[src/rtl/key_event_decoder.sv]
// key_event_decoder: turns live CMD/KEY button levels into debounced press events.
// Optional KEY_AUTOREPEAT_EN macro adds hold-to-repeat on the KEY group.
//
// Ports:
//   CLK, RST_N        clock, async active-low reset
//   MODE              1 = CMD group live, 0 = KEY group live
//   CMD_Reg, KEY_Reg  raw 4-bit key levels
//   EVT_VALID/READY   event FIFO handshake (first-word fall-through)
//   EVT_IS_CMD        head event came from the CMD group
//   EVT_CODE          head event key index
//   EVT_OVF           sticky drop flag, cleared by CLR_OVF
module key_event_decoder #(
  parameter int DEBOUNCE_CYCLES = 500000,
  parameter int CNT_W           = 20,
  parameter int KEY_ACTIVE_LOW  = 1,
  parameter int FIFO_DEPTH      = 4
`ifdef KEY_AUTOREPEAT_EN
  ,
  parameter int REPEAT_DELAY    = 25000000,
  parameter int REPEAT_PERIOD   = 5000000
`endif
) (
  input  logic       CLK,
  input  logic       RST_N,
  input  logic       MODE,
  input  logic [3:0] CMD_Reg,
  input  logic [3:0] KEY_Reg,
  output logic       EVT_VALID,
  input  logic       EVT_READY,
  output logic       EVT_IS_CMD,
  output logic [1:0] EVT_CODE,
  output logic       EVT_OVF,
  input  logic       CLR_OVF
);

  localparam logic REL = (KEY_ACTIVE_LOW != 0);
  localparam int   AW  = $clog2(FIFO_DEPTH);

  // bits 7:4 = CMD group, bits 3:0 = KEY group
  logic [7:0]       s1, s2, stable;
  logic [CNT_W-1:0] cnt [8];
  logic             mode_s1, mode_s2, mode_q;
  logic [7:0]       prs, prev_prs;
  logic [7:0]       armed, pend;
  logic [7:0]       live, new_press, rep_set, pop_mask;
  logic             mode_edge;
  logic             push, pop, wr, full;
  logic             sel_cmd;
  logic [1:0]       sel_code;
  logic [2:0]       mem [FIFO_DEPTH];
  logic [AW-1:0]    wptr, rptr;
  logic [AW:0]      occ;

  always_ff @(posedge CLK or negedge RST_N) begin
    if (!RST_N) begin
      s1      <= {8{REL}};
      s2      <= {8{REL}};
      mode_s1 <= 1'b0;
      mode_s2 <= 1'b0;
      mode_q  <= 1'b0;
    end else begin
      s1      <= {CMD_Reg, KEY_Reg};
      s2      <= s1;
      mode_s1 <= MODE;
      mode_s2 <= mode_s1;
      mode_q  <= mode_s2;
    end
  end

  always_ff @(posedge CLK or negedge RST_N) begin
    if (!RST_N) begin
      stable <= {8{REL}};
      for (int i = 0; i < 8; i++) cnt[i] <= '0;
    end else begin
      for (int i = 0; i < 8; i++) begin
        if (s2[i] != stable[i]) begin
          if (cnt[i] == CNT_W'(DEBOUNCE_CYCLES - 1)) begin
            stable[i] <= s2[i];
            cnt[i]    <= '0;
          end else begin
            cnt[i] <= cnt[i] + 1'b1;
          end
        end else begin
          cnt[i] <= '0;
        end
      end
    end
  end

  assign prs       = stable ^ {8{REL}};
  assign mode_edge = mode_s2 ^ mode_q;
  assign live      = mode_s2 ? 8'hF0 : 8'h0F;
  assign new_press = prs & ~prev_prs & armed & live;

`ifdef KEY_AUTOREPEAT_EN
  localparam int RMAX = (REPEAT_DELAY > REPEAT_PERIOD) ?
                        REPEAT_DELAY : REPEAT_PERIOD;
  localparam int RW   = $clog2(RMAX + 1);

  logic [3:0]    hold, owner;
  logic          rel_any, restart, rep_hit, rep_first;
  logic [RW-1:0] rep_cnt;

  assign hold    = prs[3:0] & armed[3:0] & {4{~mode_s2}};
  assign owner   = hold & (~hold + 4'd1);
  assign rel_any = |(~prs & prev_prs);
  assign restart = mode_edge | rel_any | (hold == 4'd0);
  assign rep_hit = !restart &&
                   (rep_first ? (rep_cnt == RW'(REPEAT_DELAY - 1))
                              : (rep_cnt == RW'(REPEAT_PERIOD - 1)));
  assign rep_set = {4'd0, rep_hit ? owner : 4'd0};

  always_ff @(posedge CLK or negedge RST_N) begin
    if (!RST_N) begin
      rep_cnt   <= '0;
      rep_first <= 1'b1;
    end else if (restart) begin
      rep_cnt   <= '0;
      rep_first <= 1'b1;
    end else if (rep_hit) begin
      rep_cnt   <= '0;
      rep_first <= 1'b0;
    end else begin
      rep_cnt <= rep_cnt + 1'b1;
    end
  end
`else
  assign rep_set = 8'd0;
`endif

  // lowest pending index wins, CMD group over KEY group
  always_comb begin
    sel_cmd  = 1'b0;
    sel_code = 2'd0;
    for (int i = 3; i >= 0; i--) begin
      if (pend[i]) begin
        sel_cmd  = 1'b0;
        sel_code = 2'(i);
      end
    end
    for (int i = 3; i >= 0; i--) begin
      if (pend[i+4]) begin
        sel_cmd  = 1'b1;
        sel_code = 2'(i);
      end
    end
    pop_mask = 8'd1 << {sel_cmd, sel_code};
  end

  assign push = |pend;

  always_ff @(posedge CLK or negedge RST_N) begin
    if (!RST_N) begin
      prev_prs <= 8'd0;
      armed    <= 8'hFF;
      pend     <= 8'd0;
    end else begin
      prev_prs <= prs;
      if (mode_edge) begin
        armed <= 8'd0;
        pend  <= 8'd0;
      end else begin
        armed <= armed | ~prs;
        pend  <= (pend & ~pop_mask) | new_press | rep_set;
      end
    end
  end

  assign full = (occ == (AW+1)'(FIFO_DEPTH));
  assign pop  = EVT_VALID & EVT_READY;
  assign wr   = push & (~full | pop);

  always_ff @(posedge CLK) begin
    if (wr) mem[wptr] <= {sel_cmd, sel_code};
  end

  always_ff @(posedge CLK or negedge RST_N) begin
    if (!RST_N) begin
      wptr    <= '0;
      rptr    <= '0;
      occ     <= '0;
      EVT_OVF <= 1'b0;
    end else begin
      if (wr)  wptr <= wptr + 1'b1;
      if (pop) rptr <= rptr + 1'b1;
      if (wr && !pop)      occ <= occ + 1'b1;
      else if (!wr && pop) occ <= occ - 1'b1;
      if (push && full && !pop) EVT_OVF <= 1'b1;
      else if (CLR_OVF)         EVT_OVF <= 1'b0;
    end
  end

  assign EVT_VALID = (occ != '0);
  assign {EVT_IS_CMD, EVT_CODE} = EVT_VALID ? mem[rptr] : 3'b000;

endmodule

[config.mk]
export PLATFORM = sky130hd
export DESIGN_NAME = key_event_decoder
export DESIGN_NICKNAME = d
export VERILOG_FILES = /design/src/rtl/key_event_decoder.sv
export SDC_FILE = /design/constraint.sdc
export NUM_CORES = 1
export LEC_CHECK = 0
export ABC_AREA = 0
export CAP_MARGIN = 40
export CORE_MARGIN = 2
export CORE_UTILIZATION = 55
export CTS_BUF_LIST = sky130_fd_sc_hd__clkbuf_4 sky130_fd_sc_hd__clkbuf_8
export CTS_CLUSTER_DIAMETER = 40
export DETAILED_ROUTE_END_ITERATION = 7
export PLACE_DENSITY_LB_ADDON = 0.3
export SYNTH_ARGS = -nofsm -noshare
export SYNTH_HDL_FRONTEND = slang
export SYNTH_SLANG_ARGS = --single-unit
[constraint.sdc]
create_clock -name CLK -period 3.8 [get_ports CLK]
set_input_delay 0.95 -clock CLK [delete_from_list [all_inputs] [get_ports CLK]]
set_output_delay 0.95 -clock CLK [all_outputs]
set_load 0.02 [all_outputs]
==> results of run 1 <==
==> sequential cells by signal (all words and copies together) (netlist names), 2 cells and up <==
| name | flops |
|---|---|
| cnt | 160 |
| mem | 12 |
| armed | 8 |
| pend | 8 |
| prev_prs | 8 |
| s1 | 8 |
| s2 | 8 |
| stable | 8 |
| occ | 3 |
| rptr | 2 |
| wptr | 2 |
==> layout by cell type (no fill, tap or decap), types with 7 or more instances in the layout <==
| cell type | n |
|---|---|
| a21oi_1 | 51 |
| and2_1 | 8 |
| buf_4 | 8 |
| clkbuf_4 | 9 |
| clkbuf_8 | 51 |
| clkdlybuf4s50_1 | 16 |
| dfrtp_1 | 187 |
| dfstp_2 | 32 |
| edfxtp_1 | 12 |
| ha_1 | 13 |
| inv_1 | 49 |
| mux2_2 | 7 |
| nand2_1 | 52 |
| nand3_1 | 48 |
| nand4_1 | 41 |
| nor2_1 | 162 |
| nor3_1 | 27 |
| nor4_1 | 28 |
| nor4b_1 | 8 |
| o21ai_0 | 28 |
| o31ai_1 | 17 |
| or3_1 | 33 |
| or4_1 | 27 |
| xnor2_1 | 81 |
| xor2_1 | 35 |
==> cells by family (layout without fill, tap and decap cells) <==
logic type | after synthesis | count (layout) | synth area share
buffers and inverters | 77 | 147 | 0.02816
flip-flops | 231 | 231 | 0.5470
multiplexers | 13 | 13 | 0.01664
AO/OA/AOI/OAI | 111 | 111 | 0.06400
adder cells (fa/ha/maj) | 14 | 14 | 0.01699
XOR/XNOR | 116 | 116 | 0.09450
AND/OR/NAND/NOR | 472 | 472 | 0.2327
==> routing by layer <==
metal / share of wire / vias to the layer above
li1: - / 3739
met5: 0 / -
met2: 0.46 / 103
met3: 0.040 / 41
met1: 0.47 / 3669
met4: 0.027 / 0
==> cell usage after synthesis, drive strengths merged (3+ instances only) <==
| cell | count | share of area |
|---|---|---|
| inv | 49 | 0.017 |
| o31ai | 20 | 0.016 |
| buf | 12 | 0.0055 |
| nand4 | 47 | 0.031 |
| dfrtp | 187 | 0.44 |
| nor4bb | 3 | 0.0028 |
| nor3 | 27 | 0.013 |
| o21ai | 29 | 0.013 |
| nand2 | 52 | 0.018 |
| xor2 | 35 | 0.029 |
| o41ai | 3 | 0.0042 |
| clkbuf | 16 | 0.0056 |
| or3 | 33 | 0.019 |
| nor4b | 8 | 0.0065 |
| nor2 | 162 | 0.057 |
| edfxtp | 12 | 0.034 |
| xnor2 | 81 | 0.066 |
| mux2 | 9 | 0.0094 |
| ha | 13 | 0.015 |
| nor4 | 28 | 0.016 |
| and4 | 6 | 0.0049 |
| a21oi | 51 | 0.024 |
| mux4 | 3 | 0.0063 |
| and2 | 8 | 0.0047 |
| or4 | 29 | 0.021 |
| or4b | 6 | 0.0056 |
| or2 | 3 | 0.0017 |
| dfstp | 32 | 0.078 |
| nand3 | 52 | 0.026 |
==> power by group through the flow <==
stage	logic, W	registers [W]	clock network [W]
after global routing	0.000282	0.00263	0.00274
final	0.000246	0.00262	0.00254
after floorplan	0.000168	0.00263	0
after CTS	0.000253	0.00262	0.00262
after global placement	0.000245	0.00266	0
after detailed placement	0.000252	0.00266	0
==> layout make-up <==
cell class | count | area, um2
fill | 1600 | 7176
sequential | 231 | 5881
clock inverter | 11 | 158.9
timing repair buffer | 27 | 266.5
inverter | 49 | 183.9
multi-input combinational | 726 | 4568
tap | 265 | 331.6
clock buffer | 60 | 769.5
==> how the worst max path moves through the flow <==
stage	cells after the start	end	slack [ns]	from
floorplan	6	occ[1]	1.27	EVT_READY
global placement	9	occ[2]	0.62	EVT_READY
detailed placement	9	occ[2]	0.59	EVT_READY
CTS	3	EVT_CODE[1]	0.58	rptr[0]
global route	3	EVT_CODE[0]	0.52	rptr[0]
finish	3	EVT_CODE[1]	0.63	rptr[0]
==> metrics by stage <==
stage               worst slack (ns)    util
floorplan                      1.274       -
global placement              0.6186  0.5799
detailed placement            0.5933  0.5809
CTS                           0.5817  0.6289
global route                  0.5179  0.6289
finish                        0.6271  0.6289
==> flow_metrics.py, run 1 <==
metrics = {
    "critical_path": {
        "regToRegStartpoint": "cnt[92]",
        "end_kind": "output port",
        "cpPeakStageDelay_ns": 0.53,
        "crit_family": "multiplexers",
        "critical_path_buf_inv_count": 1,
        "arrival_ns": 2.22,
        "critPathKind": "flip-flop to output port",
        "cp_cell_sequence": "mux4_2 -> and2_1 -> clkdlybuf4s50_1",
        "cp_max_fo": 5,
        "crit_path_start_kind": "flip-flop",
        "r2r_cells": 5,
        "r2r_slack_ns": 1.32,
        "rr_endpoint": "cnt[99]",
        "critPathRequiredTime_ns": 2.85,
        "cp_slowest_cell": "mux4_2",
    },
    "power_and_ir_drop": {
        "sequentialPowerShare": 0.484,
        "irDropWorstVdd_mv": 0.2546,
        "p_clk_frac": 0.470,
        "p_per_area_mw_per_mm2": 444.7,
        "intPower_w": 0.004222,
        "share_comb_of_total_power": 0.045,
        "swShare": 0.2193,
        "p_leak_nw": 4.780,
        "p_total_w": 0.005408,
        "switching_power_w": 0.001186,
    },
    "global_route": {
        "grt_max_degree": 91,
        "grt_pass1_vias": 7208,
        "antenna_found_initial": 0,
        "gr-usage-all-layers": 0.1917,
        "met3_usage": 0.03965,
        "grt_overflow": 0,
        "use_met1": 0.2611,
        "grtUsageMet2": 0.3060,
        "grt_first_pass_wirelength_mm": 32.84,
        "grt.busiest_layer": "met2",
    },
    "floorplanning": {
        "coreArea_mm2": 0.01933,
        "rows": 51,
        "dieArea_mm2": 0.02068,
        "initial_core_util": 0.5561,
        "fp.dieH_um": 143.8,
        "pin_count": 18,
        "die_x_um": 143.8,
    },
    "worst_hold_path": {
        "hold_start": "s1[4]",
        "whs_path_depth": 0,
        "min_to": "s2[4]",
        "hp-class": "flip-flop to flip-flop",
    },
    "clocking": {
        "cts_buffers": 40,
        "postCtsSetupBuffers": 0,
        "cts_tree": "built",
        "htree_num_levels": 2,
        "ctsResizeCount": 0,
        "clk_latency_ns": 0.53,
        "root_buffer": "clkbuf_8",
        "cts_hold_buf": 0,
        "clkSinkCount": 231,
        "clk_pin_slew_ns": 0.06,
        "cts_buffer_depth": 3,
    },
    "timing": {
        "post-route-min-period_ns": 3.173,
        "finalSetupViolCount": 0,
        "fin_crit_sh": 0.8350,
        "grt_setup_unrepaired": "no",
        "worst_pin_slew_ns": 0.7674,
        "hold_viol": 0,
        "fmax_ghz": 0.3152,
        "maxSlewHeadroom": 0.4884,
        "tns_ns": 0,
        "slew_violations": 0,
        "holdWs_ns": 0.3520,
        "skew_ns": 0.01273,
    },
    "drt": {
        "drc": 0,
        "wirelength_mm": 18.51,
        "ant_nets": 0,
        "vias_per_cell": 5.516,
        "drtIter0Drc": 340,
        "vias": 7552,
        "firstDrtPassIters": 4,
        "wl_per_cell_um": 13.52,
    },
    "yosys": {
        "async_reset_ff_frac": 0.9481,
        "synth_cell_type_count": 53,
        "synth_seq_cells": 231,
        "synth_area_per_cell_um2": 10.40,
        "ys_seq_area_frac": 0.5470,
        "synthesis.area_mm2": 0.01075,
        "synthFlopType": "dfrtp_1",
        "yosysWarnings": 0,
        "synth_fp_nets": 1061,
        "netlist_instances": 1034,
        "synth-edff-count": 12,
    },
    "placement": {
        "placed_cell_area_mm2": 0.01123,
        "numPlacedInstances": 1298,
        "dp_hpwl_mm": 12.47,
        "routabilityCongestion": 0.7915,
        "port_buffers": 17,
    },
    "cells_and_area": {
        "fin_cells": 1369,
        "antenna_cells": 0,
        "final_nets": 1102,
        "area_growth_pct": 13.09,
        "stdcell_area_mm2": 0.01216,
        "drive_gt1_frac": 0.1322,
    },
    "job": {
        "drv_cap": 0,
    },
    "status": {
        "status": "finished, final reports clean",
    },
}
(Power assumes the default switching activity.)
==> run 2: changes to the inputs <==
clock period = 2.95 ns   (was 3.8 ns; I/O delays follow)
==> run 2 against run 1 <==
Against the previous run:
- routed wire length increased by 2.1%
- critical path type unchanged
- flip-flop and latch count stayed put
- combinational power grew 30%
- register-to-register slack got worse by 0.67 ns
- largest cell class unchanged
==> flow_metrics.py, run 2 (synthesis gave the netlist of run 1 again) <==
metrics = {
    "floorplanning": {
        "rows": 51,
        "dieArea_mm2": 0.02068,
        "die_x_um": 143.8,
        "initial_core_util": 0.5561,
        "coreArea_mm2": 0.01933,
        "fp.dieH_um": 143.8,
        "pin_count": 18,
    },
    "clocking": {
        "cts_buffers": 40,
        "clk_pin_slew_ns": 0.06,
        "postCtsSetupBuffers": 0,
        "htree_num_levels": 2,
        "cts_tree": "built",
        "root_buffer": "clkbuf_8",
        "cts_buffer_depth": 3,
        "clkSinkCount": 231,
        "cts_hold_buf": 0,
        "clk_latency_ns": 0.53,
    },
    "timing": {
        "slew_violations": 0,
        "holdWs_ns": 0.1815,
        "fin_crit_sh": 0.9741,
        "post-route-min-period_ns": 2.874,
        "skew_ns": 0.01689,
        "maxSlewHeadroom": 0.4754,
        "fmax_ghz": 0.3480,
        "grt_setup_unrepaired": "no",
        "hold_viol": 0,
        "tns_ns": 0,
        "worst_pin_slew_ns": 0.7869,
        "finalSetupViolCount": 0,
    },
    "cells_and_area": {
        "multi_input_area_mm2": 0.004568,
        "mostFrequentLayoutCell": "dfrtp_1",
        "antenna_cells": 0,
        "largest_reg_flops": 160,
        "area_growth_pct": 12.85,
        "top_register": "cnt",
        "fillers": 1597,
        "reg_top3": "cnt (160), mem (12)",
        "layout_common_cells": "dfrtp_1 (186), nor2_1 (162), xnor2_1 (81)",
        "final_nets": 1102,
        "register_area_mm2": 0.005882,
        "drive_gt1_frac": 0.1355,
        "fin_cells": 1372,
    },
    "critical_path": {
        "cp-startpoint": "rptr[0]",
        "cp_max_fo": 5,
        "cp_slowest_cell": "clkdlybuf4s50_1",
        "regToRegStartpoint": "pend[4]",
        "critPathRequiredTime_ns": 2.21,
        "rr_endpoint": "occ[1]",
        "end_kind": "output port",
        "arrival_ns": 2.14,
        "worstSetupEndpoint": "EVT_IS_CMD",
        "critPathKind": "flip-flop to output port",
        "cp_cell_sequence": "mux4_2 -> and2_1 -> clkdlybuf4s50_1",
        "crit_path_start_kind": "flip-flop",
        "r2r_slack_ns": 0.65,
        "r2r_cells": 6,
        "cpPeakStageDelay_ns": 0.52,
    },
    "drt": {
        "ant_nets": 0,
        "wirelength_mm": 18.90,
        "drtIter0Drc": 471,
        "drc": 0,
        "wl_per_cell_um": 13.77,
        "firstDrtPassIters": 4,
        "vias_per_cell": 5.508,
        "vias": 7557,
    },
    "power_and_ir_drop": {
        "p_per_area_mw_per_mm2": 563.0,
        "p_leak_nw": 4.781,
        "p_total_w": 0.006831,
        "irDropWorstVdd_mv": 0.4043,
    },
    "job": {
        "drv_cap": 0,
    },
    "global_route": {
        "grt_first_pass_wirelength_mm": 34.11,
        "grt.busiest_layer": "met2",
        "gr-usage-all-layers": 0.1989,
        "use_met1": 0.2778,
        "met3_usage": 0.03699,
        "grt_pass1_vias": 7460,
        "grt_overflow": 0,
        "grt_max_degree": 78,
        "grtUsageMet2": 0.3145,
        "antenna_found_initial": 0,
    },
    "placement": {
        "numPlacedInstances": 1298,
        "routabilityCongestion": 0.8070,
        "dp_hpwl_mm": 12.32,
        "port_buffers": 17,
    },
    "worst_hold_path": {
        "hp-class": "primary input to async pin",
    },
    "status": {
        "status": "finished, final reports clean",
    },
}
[run 2: timing repair]
action | CTS | global route
setup endpoints to repair | 3 | 1
gates resized for setup | 1 | 1
endpoints found under the hold margin | 0 | 0
[run 2: cell type report]
class                   count  share of cell area
clock buffers              64             0.06435
clock inverters            10            0.008972
inverters                  49             0.01516
multi-input cells         726              0.3765
flip-flops and latches    231              0.4848
well taps                 265             0.02733
repair buffers             27             0.02289
[run 2: layer usage]
layer	up-vias	routed length [um]
li1	3750	-
met1	3657	8999
met2	119	8844
met3	31	708
met4	0	345
met5	-	0
[run 2: worst max-delay path, delay by kind of cell, from the launching register on]
| kind | cells | cell delay, ns |
|---|---|---|
| mux | 1 | 0.51 |
| buf+inv | 1 | 0.52 |
| simple gates | 1 | 0.16 |
| flops | 1 | 0.43 |
[run 2: where the power goes]
part	leakage [nW]	internal (W)	switching [W]	total [W]
Combinational	1.30	0.000140	0.000179	0.000319
Sequential	3.00	0.00328	0.0000959	0.00338
Clock	0.471	0.00186	0.00127	0.00314
Total	4.78	0.00528	0.00155	0.00683
[run 2: worst min-delay path by stage]
stage / endpoint / startpoint / slack [ns]
after floorplan: mode_s2 / mode_s1 / 0.33
after global placement: s2[6] / s1[6] / 0.35
after detailed placement: s2[1] / s1[1] / 0.35
after CTS: cnt[128] / RST_N / 0.18
after global routing: cnt[139] / RST_N / 0.21
final: cnt[119] / RST_N / 0.18
[run 2: per-stage QoR]
step | cell area (um2) | worst slack (ns) | util
after floorplan | 10750 | 0.6368 | -
after global placement | 11240 | 0.1702 | 0.5813
after detailed placement | 11240 | 0.04214 | 0.5813
after CTS | 12130 | 0.03071 | 0.6274
after global routing | 12130 | 0.003248 | 0.6275
final | 12130 | 0.07633 | 0.6275
==> run 3: changes to the inputs <==
CORE_UTILIZATION = 65   (was 55)
PLACE_DENSITY = 0.84   (was unset)
PLACE_DENSITY_LB_ADDON = unset   (was 0.3)
==> run 3 against run 2 <==
Against the previous run:
- die area decreased by 15%
- critical path depth decreased by 1
- clock skew increased by 0.012 ns
- sequential share of layout area increased by 0.17 points
- utilization increased by 11 points
- fmax increased by 5.4%
- sequential power about the same
- combinational power increased by 2%
- total power increased by 0.93%
- clock-buffer cell count decreased by 2
- worst setup slack improved by 0.15 ns
==> flow_metrics.py, run 3 (synthesis gave the netlist of run 1 again) <==
metrics = {
    "timing": {
        "worst_pin_slew_ns": 0.7573,
        "tns_ns": 0,
        "post-route-min-period_ns": 2.725,
        "hold_viol": 0,
        "fmax_ghz": 0.3669,
        "fin_crit_sh": 0.9239,
        "maxSlewHeadroom": 0.4952,
        "finalSetupViolCount": 0,
        "skew_ns": 0.02888,
        "grt_setup_unrepaired": "no",
        "slew_violations": 0,
    },
    "cells_and_area": {
        "drive_gt1_frac": 0.1324,
        "fillers": 1148,
        "layout_common_cells": "dfrtp_1 (186), nor2_1 (162), xnor2_1 (81)",
        "final_core_util": 0.7396,
        "final_nets": 1100,
        "area_growth_pct": 12.46,
        "stdcell_area_mm2": 0.01209,
        "register_area_mm2": 0.005882,
        "multi_input_area_mm2": 0.004568,
        "reg_top3": "cnt (160), mem (12)",
        "mostFrequentLayoutCell": "dfrtp_1",
        "antenna_cells": 0,
        "top_register": "cnt",
        "largest_reg_flops": 160,
    },
    "floorplanning": {
        "rows": 47,
        "die_x_um": 132.6,
        "dieArea_mm2": 0.01759,
        "initial_core_util": 0.6577,
        "pin_count": 18,
        "coreArea_mm2": 0.01635,
        "fp.dieH_um": 132.6,
    },
    "clocking": {
        "root_buffer": "clkbuf_8",
        "cts_buffer_depth": 3,
        "cts_hold_buf": 0,
        "htree_num_levels": 2,
        "clk_latency_ns": 0.53,
        "cts_tree": "built",
        "postCtsSetupBuffers": 0,
        "clk_pin_slew_ns": 0.06,
        "cts_buffers": 39,
        "clkSinkCount": 231,
    },
    "placement": {
        "placed_cell_area_mm2": 0.01118,
        "routabilityCongestion": 0.8636,
        "dp_hpwl_mm": 12.84,
        "port_buffers": 17,
    },
    "drt": {
        "ant_nets": 0,
        "wl_per_cell_um": 14.86,
        "drc": 0,
        "firstDrtPassIters": 5,
        "vias": 7785,
        "vias_per_cell": 5.884,
        "drtIter0Drc": 554,
        "wirelength_mm": 19.67,
    },
    "critical_path": {
        "critPathKind": "flip-flop to output port",
        "critPathRequiredTime_ns": 2.21,
        "rr_endpoint": "occ[1]",
        "r2r_cells": 6,
        "cpPeakStageDelay_ns": 0.57,
        "regToRegStartpoint": "pend[4]",
        "crit_path_start_kind": "flip-flop",
        "critical_path_buf_inv_count": 1,
        "crit_family": "buffers and inverters",
        "arrival_ns": 1.99,
        "r2r_slack_ns": 0.65,
        "cp_cell_sequence": "or3_1 -> clkdlybuf4s50_1",
        "cp_max_fo": 6,
        "end_kind": "output port",
        "cp_slowest_cell": "clkdlybuf4s50_1",
    },
    "power_and_ir_drop": {
        "irDropWorstVdd_mv": 0.5792,
        "p_leak_nw": 4.808,
        "p_per_area_mw_per_mm2": 570.2,
    },
    "status": {
        "status": "finished, final reports clean",
    },
    "global_route": {
        "grt_overflow": 0,
        "grt_first_pass_wirelength_mm": 34.67,
        "grt_max_degree": 70,
        "grt_pass1_vias": 7698,
        "antenna_found_initial": 0,
        "gr-usage-all-layers": 0.2352,
    },
    "worst_hold_path": {
        "hp-class": "primary input to async pin",
    },
    "job": {
        "drv_cap": 0,
    },
}
[run 3: through the flow]
stage	total power (W)	setup WS (ns)	cells	hold WS, ns
detailed placement	0.003759	0.04982	1252	0.3473
CTS	0.006970	0.02955	1323	0.1614
floorplan	0.003608	0.6368	1034	0.3312
finish	0.006895	0.2245	1323	0.1585
global placement	0.003736	0.1933	1251	0.3453
global route	0.007172	0.1503	1323	0.1964
[run 3: per-layer routing]
layer / vias to the layer above / global-route usage / wire [um]
li1: 3739 / - / -
met1: 3867 / 0.3079 / 8684
met2: 142 / 0.3978 / 9789
met3: 37 / 0.04330 / 803
met4: 0 / 0.08244 / 388
met5: - / 0 / 0
[run 3: how the worst max path moves through the flow]
stage	slack (ns)	end	depth (start not counted)	start
floorplan	0.64	occ[1]	6	EVT_READY
global placement	0.19	occ[1]	7	EVT_READY
detailed placement	0.05	occ[1]	7	EVT_READY
CTS	0.03	EVT_CODE[1]	3	rptr[0]
global route	0.15	EVT_VALID	2	occ[0]
finish	0.22	EVT_VALID	2	occ[1]
[run 3: cell type report]
cell class,instances,share of cell area
Clock buffer,62,0.06695
Clock inverter,9,0.008382
Timing Repair Buffer,26,0.02245
Sequential cell,231,0.4864
Multi-Input combinational cell,726,0.3778
Inverter,49,0.01521
Tap cell,220,0.02276
[run 3: timing repair]
item	in CTS	in global routing
resized for setup	2	2
gates cloned	0	0
setup endpoints to repair	3	2
[run 3: where the power goes]
group	switching (W)	internal (W)
combinational	0.000183	0.000141
clock	0.00127	0.00192
sequential	0.0000958	0.00328
total	0.00155	0.00534
